$ cat config.mk
export PLATFORM = sky130hd
export DESIGN_NAME = pipelined_cla_addsub
export DESIGN_NICKNAME = d
export VERILOG_FILES = /design/src/rtl/cla_pkg.sv /design/src/rtl/cla_group.sv /design/src/rtl/pipelined_cla_addsub.sv
export SDC_FILE = /design/constraint.sdc
export NUM_CORES = 1
export LEC_CHECK = 0
export CORE_UTILIZATION = 40
export CTS_BUF_LIST = sky130_fd_sc_hd__clkbuf_4
export DETAILED_ROUTE_END_ITERATION = 6
export RECOVER_POWER = 100
export SYNTH_ARGS = -nofsm -noshare
export SYNTH_HDL_FRONTEND = slang
export SYNTH_HIERARCHICAL = 1
export SYNTH_SLANG_ARGS = --single-unit
$ cat constraint.sdc
create_clock -name clk -period 2.65 [get_ports clk]
set_clock_uncertainty 0.2 [all_clocks]
set_input_delay 0.3975 -clock clk [delete_from_list [all_inputs] [get_ports clk]]
set_output_delay 0.3975 -clock clk [all_outputs]
set_load 0.005 [all_outputs]
$ cat src/rtl/cla_pkg.sv
// Shared definitions for the pipelined CLA adder/subtractor: op encoding and
// saturation bound helper (used only when PIPELINED_CLA_SAT_EN is defined).
package cla_pkg;

   localparam logic OP_ADD = 1'b0;
   localparam logic OP_SUB = 1'b1;

   localparam int SAT_MAXW = 256;

   // Returns max positive (neg=0) or min negative (neg=1) for a w-bit signed value.
   function automatic logic [SAT_MAXW-1:0] sat_val(input int w, input logic neg);
      logic [SAT_MAXW-1:0] r;
      r = '0;
      for (int i = 0; i < SAT_MAXW; i++) begin
         if (i < w - 1)       r[i] = ~neg;
         else if (i == w - 1) r[i] = neg;
      end
      return r;
   endfunction

endpackage

$ cat src/rtl/cla_group.sv
// Combinational BLOCK-bit carry-lookahead group: every carry is a flat
// sum-of-products of generate/propagate terms and the group carry-in.
module cla_group #(
   parameter int BLOCK = 8
) (
   input  logic [BLOCK-1:0] a,
   input  logic [BLOCK-1:0] b,
   input  logic             cin,
   output logic [BLOCK-1:0] sum,
   output logic             cout,
   output logic             c_msb
);

   logic [BLOCK-1:0] g;
   logic [BLOCK-1:0] p;
   logic [BLOCK:0]   c;
   logic             term;

   always_comb begin
      g    = a & b;
      p    = a ^ b;
      c    = '0;
      term = 1'b0;
      c[0] = cin;
      for (int i = 0; i < BLOCK; i++) begin
         // c[i+1] = cin&P[i:0] | OR_j ( g[j] & P[i:j+1] )
         term = cin;
         for (int j = 0; j <= i; j++) term = term & p[j];
         c[i+1] = term;
         for (int j = 0; j <= i; j++) begin
            term = g[j];
            for (int k = j + 1; k <= i; k++) term = term & p[k];
            c[i+1] = c[i+1] | term;
         end
      end
   end

   assign sum   = p ^ c[BLOCK-1:0];
   assign cout  = c[BLOCK];
   assign c_msb = c[BLOCK-1];

endmodule

$ cat src/rtl/pipelined_cla_addsub.sv
// Pipelined signed CLA adder/subtractor, one register rank per CLA group plus a
// registered result/flag stage. Optional saturation: define PIPELINED_CLA_SAT_EN.
//
// Handshake: a beat moves on in_valid && in_ready, and leaves on
// out_valid && out_ready. When out_valid && !out_ready the whole pipeline
// (bubbles included) freezes and in_ready is low; otherwise it advances.
module pipelined_cla_addsub
   import cla_pkg::*;
#(
   parameter int WIDTH = 32,
   parameter int BLOCK = 8
) (
   input  logic             clk,
   input  logic             rst_n,
   input  logic             in_valid,
   output logic             in_ready,
   input  logic [WIDTH-1:0] in_a,
   input  logic [WIDTH-1:0] in_b,
   input  logic             in_cin,
   input  logic             in_op,
   output logic             out_valid,
   input  logic             out_ready,
   output logic [WIDTH-1:0] out_sum,
   output logic             out_cout,
   output logic             out_ovf,
   output logic             out_zero
);

   localparam int NSTG = WIDTH / BLOCK;
   localparam int L    = NSTG - 1;

   // Stage k register holds: sum bits below group k, untouched operand bits
   // from group k upward, and the carry into group k.
   logic [WIDTH-1:0] a_q [NSTG];
   logic [WIDTH-1:0] a_d [NSTG];
   logic [WIDTH-1:0] b_q [NSTG];
   logic [WIDTH-1:0] b_d [NSTG];
   logic [NSTG-1:0]  c_q, c_d;
   logic [NSTG-1:0]  v_q, v_d;

   logic [BLOCK-1:0] gs [NSTG];
   logic [NSTG-1:0]  gco;
   logic [NSTG-1:0]  gcm;

   logic [WIDTH-1:0] out_sum_q, out_sum_d;
   logic             out_valid_q, out_valid_d;
   logic             out_cout_q, out_cout_d;
   logic             out_ovf_q, out_ovf_d;
   logic             out_zero_q, out_zero_d;
   logic             stall;
   logic             accept;

`ifdef PIPELINED_CLA_SAT_EN
   logic [SAT_MAXW-1:0] sat_w;
`endif

   for (genvar k = 0; k < NSTG; k++) begin : g_stage
      cla_group #(.BLOCK(BLOCK)) u_grp (
         .a    (a_q[k][k*BLOCK +: BLOCK]),
         .b    (b_q[k][k*BLOCK +: BLOCK]),
         .cin  (c_q[k]),
         .sum  (gs[k]),
         .cout (gco[k]),
         .c_msb(gcm[k])
      );
   end

   always_comb begin
      stall  = out_valid_q && !out_ready;
      accept = in_valid && !stall;

      a_d[0] = in_a;
      b_d[0] = (in_op == OP_SUB) ? ~in_b : in_b;
      c_d[0] = (in_op == OP_SUB) ? ~in_cin : in_cin;
      v_d[0] = accept;
      for (int k = 1; k < NSTG; k++) begin
         a_d[k] = a_q[k-1];
         a_d[k][(k-1)*BLOCK +: BLOCK] = gs[k-1];
         b_d[k] = b_q[k-1];
         c_d[k] = gco[k-1];
         v_d[k] = v_q[k-1];
      end

      out_valid_d = v_q[L];
      out_sum_d   = a_q[L];
      out_sum_d[L*BLOCK +: BLOCK] = gs[L];
      out_cout_d  = gco[L];
      out_ovf_d   = gco[L] ^ gcm[L];
`ifdef PIPELINED_CLA_SAT_EN
      // Direction of overflow follows the sign of A for both add and sub.
      sat_w = sat_val(WIDTH, a_q[L][WIDTH-1]);
      if (out_ovf_d) out_sum_d = sat_w[WIDTH-1:0];
`endif
      out_zero_d  = (out_sum_d == '0);
   end

   always_ff @(posedge clk or negedge rst_n) begin
      if (!rst_n) begin
         for (int k = 0; k < NSTG; k++) begin
            a_q[k] <= '0;
            b_q[k] <= '0;
         end
         c_q         <= '0;
         v_q         <= '0;
         out_valid_q <= 1'b0;
         out_sum_q   <= '0;
         out_cout_q  <= 1'b0;
         out_ovf_q   <= 1'b0;
         out_zero_q  <= 1'b0;
      end else if (!stall) begin
         for (int k = 0; k < NSTG; k++) begin
            a_q[k] <= a_d[k];
            b_q[k] <= b_d[k];
         end
         c_q         <= c_d;
         v_q         <= v_d;
         out_valid_q <= out_valid_d;
         out_sum_q   <= out_sum_d;
         out_cout_q  <= out_cout_d;
         out_ovf_q   <= out_ovf_d;
         out_zero_q  <= out_zero_d;
      end
   end

   assign in_ready  = !stall;
   assign out_valid = out_valid_q;
   assign out_sum   = out_sum_q;
   assign out_cout  = out_cout_q;
   assign out_ovf   = out_ovf_q;
   assign out_zero  = out_zero_q;

endmodule

==> flow_metrics.py, run 1 <==
metrics = {
    "placed_design": {
        "portBuffers": 106,
        "placed_cell_area_um2": 12600,
        "hpwl_um": 14500,
        "numPlacedInstances": 1670,
        "post-place-ws_ps": -120,
        "gp_congestion": 0.776,
    },
    "clock_tree": {
        "numCtsBuffers": 71,
        "path_clk_slew_ps": 60,
        "cts_buffer_depth": 3,
        "cts.sinks": 252,
        "clock_latency_ps": 650,
        "cts_tree": "built",
        "htree_num_levels": 3,
        "cts_root_buffer": "clkbuf_4",
        "postCtsSetupBuffers": 0,
    },
    "timing": {
        "fmax_mhz": 376,
        "finalCritPeriodShare_pct": 100,
        "setup-violations-final": 1,
        "hold_ws_ps": 84.5,
        "hold_viol": 0,
        "relSlewSlack_pct": -32.3,
        "tightest_slew_ps": 1980,
        "setup_slack_ps": -6.75,
        "layout_min_cycle_time_ps": 2660,
        "rsz0062_at_grt": "true",
        "finalMaxSlewViolations": 76,
    },
    "die": {
        "num_rows": 60,
        "fp.dieH_um": 169,
        "io_pins": 107,
        "die_area_um2": 28700,
        "coreArea_um2": 27200,
        "fp.dieW_um": 169,
        "start_util_pct": 41.2,
    },
    "logic_synthesis": {
        "syn_nets": 1343,
        "syn_area_um2": 11200,
        "ys_warn_count": 6,
        "synth.avg_cell_area_um2": 9.08,
        "synth_cells": 1233,
    },
    "critical_path": {
        "r2r_setup_slack_ps": -7,
        "end_kind": "flip-flop",
        "path_class": "reg2reg",
        "crit_fanout": 5,
        "crit_arrival_ps": 3000,
        "regToRegStartpoint": "a_q[24]",
        "startpoint_type": "flip-flop",
        "r2r_end": "out_zero",
        "worstPathRequired_ps": 3000,
        "reg2regPathDepth": 9,
    },
    "cells_and_area": {
        "fillCellCount": 2729,
        "syn_to_final_growth_pct": 19.7,
        "layout_commonest_cell": "nand2_1",
        "drive_above_1_share_pct": 10.3,
        "most-common-layout-cells": "692 x nand2_1, 252 x dfrtp_1, 103 x clkbuf_4",
        "nNetsFinal": 1482,
        "fin_area_um2": 13400,
        "instances_no_fill": 1794,
    },
    "power_and_ir_drop": {
        "power_mw": 15.9,
        "p_int_mw": 10.0,
        "p_sw_share_pct": 36.9,
        "peakVddDrop_mv": 0.423,
        "seq_power_share_pct": 41.1,
        "p_per_area_nw_per_um2": 1180,
        "pwr-share-clk_pct": 21.5,
        "p_switching_mw": 5.86,
        "p_leak_nw": 6.88,
        "pwr-share-comb_pct": 37.4,
    },
    "detailed_routing": {
        "via_count": 8193,
        "first_pass_iters": 5,
        "viasPerCell": 4.57,
        "drtAntennaViolNets": 0,
        "drc_errors": 0,
        "drt_wl_total_um": 22500,
        "routedWlPerCell_um": 12.5,
        "initialDrtViolationCount": 511,
    },
    "global_route": {
        "grt_usage_pct": 16.6,
        "grt_pass1_vias": 8179,
        "grt_start_max_net_pins": 138,
        "gr-total-overflow": 0,
        "grt_pass1_wl_um": 38600,
        "antenna_found_initial": 1,
    },
    "hold_path": {
        "holdCritStartpoint": "in_a[1]",
        "hold-path-endpoint": "a_q[97]",
        "worst_hold_path_type": "in2reg",
        "hold_depth": 3,
    },
    "outcome": {
        "status": "finished with violations",
        "violations": "capacitance limit, slew limit, setup timing",
    },
    "run": {
        "cap_violations": 1,
    },
}
## metal layers
| layer | vias up | global-route usage [%] | wire [um] |
|---|---|---|---|
| met3 | 47 | 4.01 | 936 |
| met5 | - | 0 | 0 |
| met2 | 140 | 25.5 | 10100 |
| met1 | 3834 | 22.9 | 11100 |
| li1 | 4172 | - | - |
| met4 | 0 | 5.91 | 431 |
## worst max-delay path, stage by stage (launching register included)
cell	delay, ps
dfrtp_1	390
ha_1	310
ha_2	170
o21a_1	210
o22a_4	280
and3_4	190
o31a_1	310
nor4_2	170
nand4_1	130
o31ai_1	230
## cell type report
class / count / area, um^2 / area share [%]
Multi-Input combinational cell: 904 / 4450 / 33.2
Clock inverter: 21 / 109 / 0.813
Timing Repair Buffer: 126 / 1240 / 9.25
Tap cell: 372 / 465 / 3.47
Clock buffer: 101 / 758 / 5.66
Inverter: 17 / 65.1 / 0.486
Sequential cell: 252 / 6310 / 47.1
Antenna cell: 1 / 2.50 / 0.0187
## state kept, by name, summed over array words and instances (netlist names)
| name | cells |
|---|---|
| b_q | 8 |
| out_sum | 32 |
| a_q | 56 |
| out_cout | 1 |
| b_d | 72 |
| out_valid | 1 |
| a_d | 72 |
| out_ovf | 1 |
| c_q | 4 |
| out_zero | 1 |
| v_q | 4 |
## through the flow
stage	TNS (ps)	utilization (%)
floorplan	0	-
global placement	-14.7	46.4
detailed placement	-120	46.4
CTS	0	49.6
global route	-1830	49.3
finish	-6.75	49.3
## power by group through the flow
| stage | Clock [mW] | Combinational (mW) | Sequential (mW) |
|---|---|---|---|
| 2_1_floorplan | 0 | 4.49 | 6.36 |
| 3_3_place_gp | 0 | 6.05 | 6.56 |
| 3_5_place_dp | 0 | 6.18 | 6.61 |
| 4_1_cts | 3.56 | 6.22 | 6.56 |
| 5_1_grt | 3.74 | 6.87 | 6.76 |
| 6_report | 3.41 | 5.92 | 6.52 |
## repair_timing
action,CTS,global route
hold buffers,1,0
endpoints found under the setup margin,1,1
pin swaps,1,0
hold endpoints to repair,129,0
resized for setup,1,1
## worst max path at each step
stage	from	endpoint	slack (ps)	cells past startpoint
2_1_floorplan	a_q[24]	out_zero	120	9
3_3_place_gp	a_q[24]	out_zero	-10	9
3_5_place_dp	a_q[24]	out_zero	-120	9
4_1_cts	a_q[24]	out_zero	2	9
5_1_grt	a_q[24]	out_zero	-110	9
6_report	a_q[24]	out_zero	-7	9
Power figures use the tool's default switching activity.
==> run 2: changes to the inputs <==
- CAP_MARGIN: unset -> 5
- CORE_UTILIZATION: 40 -> 54
- PLACE_DENSITY: unset -> 0.79
- TNS_END_PERCENT: unset -> 1
==> run 2 against run 1 <==
Against the previous run:
- the run ends with capacitance limit, slew limit left
- worst setup slack better by 45 ps
- first-iteration DRC count down 11%
- sequential share of layout area rose by 0.75 points
- non-clock buffer count down 1
- power shrank 0.81%
- fmax grew 1.7%
- clock power shrank 6.2%
- flip-flop and latch count is the same
==> flow_metrics.py, run 2 (same netlist as run 1, synthesis figures left out) <==
metrics = {
    "outcome": {
        "status": "finished with violations",
        "violations": "capacitance limit, slew limit",
    },
    "die": {
        "num_rows": 52,
        "fp.dieW_um": 146,
        "io_pins": 107,
        "die_area_um2": 21300,
        "coreArea_um2": 20300,
        "fp.dieH_um": 146,
        "start_util_pct": 55.1,
    },
    "global_route": {
        "grt_pass1_wl_um": 36600,
        "grt_start_max_net_pins": 120,
        "antenna_found_initial": 1,
        "grt_usage_pct": 21.0,
        "grt_pass1_vias": 7885,
        "gr-total-overflow": 0,
    },
    "hold_path": {
        "hold_depth": 3,
        "worst_hold_path_type": "in2reg",
        "hold-path-endpoint": "v_q[0]",
        "holdCritStartpoint": "in_valid",
    },
    "detailed_routing": {
        "viasPerCell": 4.92,
        "routedWlPerCell_um": 12.5,
        "initialDrtViolationCount": 454,
        "via_count": 8239,
        "drtAntennaViolNets": 0,
        "first_pass_iters": 4,
        "drt_wl_total_um": 21000,
        "drc_errors": 0,
    },
    "timing": {
        "rsz0062_at_grt": "true",
        "tightest_slew_ps": 1720,
        "setup_tns_ps": 0,
        "setup-violations-final": 0,
        "finalMaxSlewViolations": 63,
        "hold_viol": 0,
        "fmax_mhz": 383,
        "finalCritPeriodShare_pct": 98.6,
        "layout_min_cycle_time_ps": 2610,
        "relSlewSlack_pct": -14.5,
    },
    "power_and_ir_drop": {
        "p_int_mw": 9.91,
        "p_switching_mw": 5.82,
        "p_sw_share_pct": 37.0,
        "pwr-share-comb_pct": 37.9,
        "seq_power_share_pct": 41.7,
        "p_leak_nw": 6.82,
        "peakVddDrop_mv": 0.559,
        "pwr-share-clk_pct": 20.4,
        "power_mw": 15.7,
        "p_per_area_nw_per_um2": 1190,
    },
    "cells_and_area": {
        "fillCellCount": 1747,
        "layout_commonest_cell": "nand2_1",
        "nNetsFinal": 1476,
        "most-common-layout-cells": "692 x nand2_1, 252 x dfrtp_1, 101 x clkbuf_4",
        "drive_above_1_share_pct": 9.99,
        "syn_to_final_growth_pct": 17.8,
    },
    "clock_tree": {
        "clock_latency_ps": 650,
        "cts_root_buffer": "clkbuf_4",
        "htree_num_levels": 3,
        "cts.sinks": 252,
        "path_clk_slew_ps": 70,
        "numCtsBuffers": 66,
        "cts_buffer_depth": 3,
        "cts_tree": "built",
    },
    "placed_design": {
        "portBuffers": 106,
        "hpwl_um": 14000,
        "gp_congestion": 0.792,
    },
    "critical_path": {
        "crit_arrival_ps": 2960,
        "reg2regPathDepth": 9,
        "r2r_end": "out_zero",
        "end_kind": "flip-flop",
        "crit_fanout": 3,
        "worstPathRequired_ps": 3000,
        "regToRegStartpoint": "a_q[24]",
        "path_class": "reg2reg",
        "startpoint_type": "flip-flop",
        "r2r_setup_slack_ps": 40,
    },
    "run": {
        "cap_violations": 1,
    },
}
## run 2: worst max path at each step
stage,end,slack (ps),from
2_1_floorplan,out_zero,120,a_q[24]
3_3_place_gp,out_zero,70,a_q[24]
3_5_place_dp,out_zero,20,a_q[24]
4_1_cts,out_zero,0.3,a_q[24]
5_1_grt,out_zero,-70,a_q[24]
6_report,out_zero,40,a_q[24]
## run 2: stage by stage
step / worst slack [ps] / hold slack, ps / cell area (um^2) / std cells / utilization (%)
2_1_floorplan: 115 / -98.1 / 11200 / 1233 / -
3_3_place_gp: 70.9 / 183 / 12500 / 1566 / 61.3
3_5_place_dp: 21.6 / 189 / 12500 / 1566 / 61.3
4_1_cts: 0.273 / 53.1 / 13300 / 1672 / 65.3
5_1_grt: -72.2 / 90.7 / 13200 / 1673 / 65.0
6_report: 38.0 / 90.9 / 13200 / 1673 / 65.0
## run 2: routing by layer
metal / GRT usage (%) / share of wire [%] / vias up
met4: 9.00 / 2.1 / 0
met1: 30.2 / 49 / 3848
met3: 3.98 / 4.1 / 41
met2: 31.3 / 45 / 179
li1: - / - / 4171
met5: 0 / 0 / -
## run 2: cell type report
type	instances	area, um^2	share of cell area (%)
multi-input combinational	904	4460	33.8
antenna	1	2.50	0.0190
inverter	17	65.1	0.493
clock buffer	97	728	5.52
clock inverter	7	53.8	0.408
timing repair buffer	125	1230	9.36
sequential	252	6310	47.8
tap	270	338	2.56
## run 2: power by group through the flow
stage / registers (mW) / clock network (mW) / logic (mW)
final: 6.56 / 3.20 / 5.96
after global routing: 6.77 / 3.51 / 6.83
after floorplan: 6.36 / 0 / 4.49
after detailed placement: 6.64 / 0 / 6.10
after global placement: 6.58 / 0 / 5.88
after CTS: 6.58 / 3.31 / 6.16
## run 2: repair_timing
action	4_1_cts	5_1_grt
hold endpoints to repair	234	0
hold buffers	1	0
setup buffers	1	0
pin swaps	4	1
setup endpoints to repair	1	1
resized for setup	0	5
## run 2: critical path, stage by stage (launching register included)
cell	delay (ps)
dfrtp_1	380
ha_1	310
ha_2	170
o21a_1	200
o22a_4	240
and3_4	180
o31a_1	280
nor4_2	230
nand4_1	120
o31ai_1	200
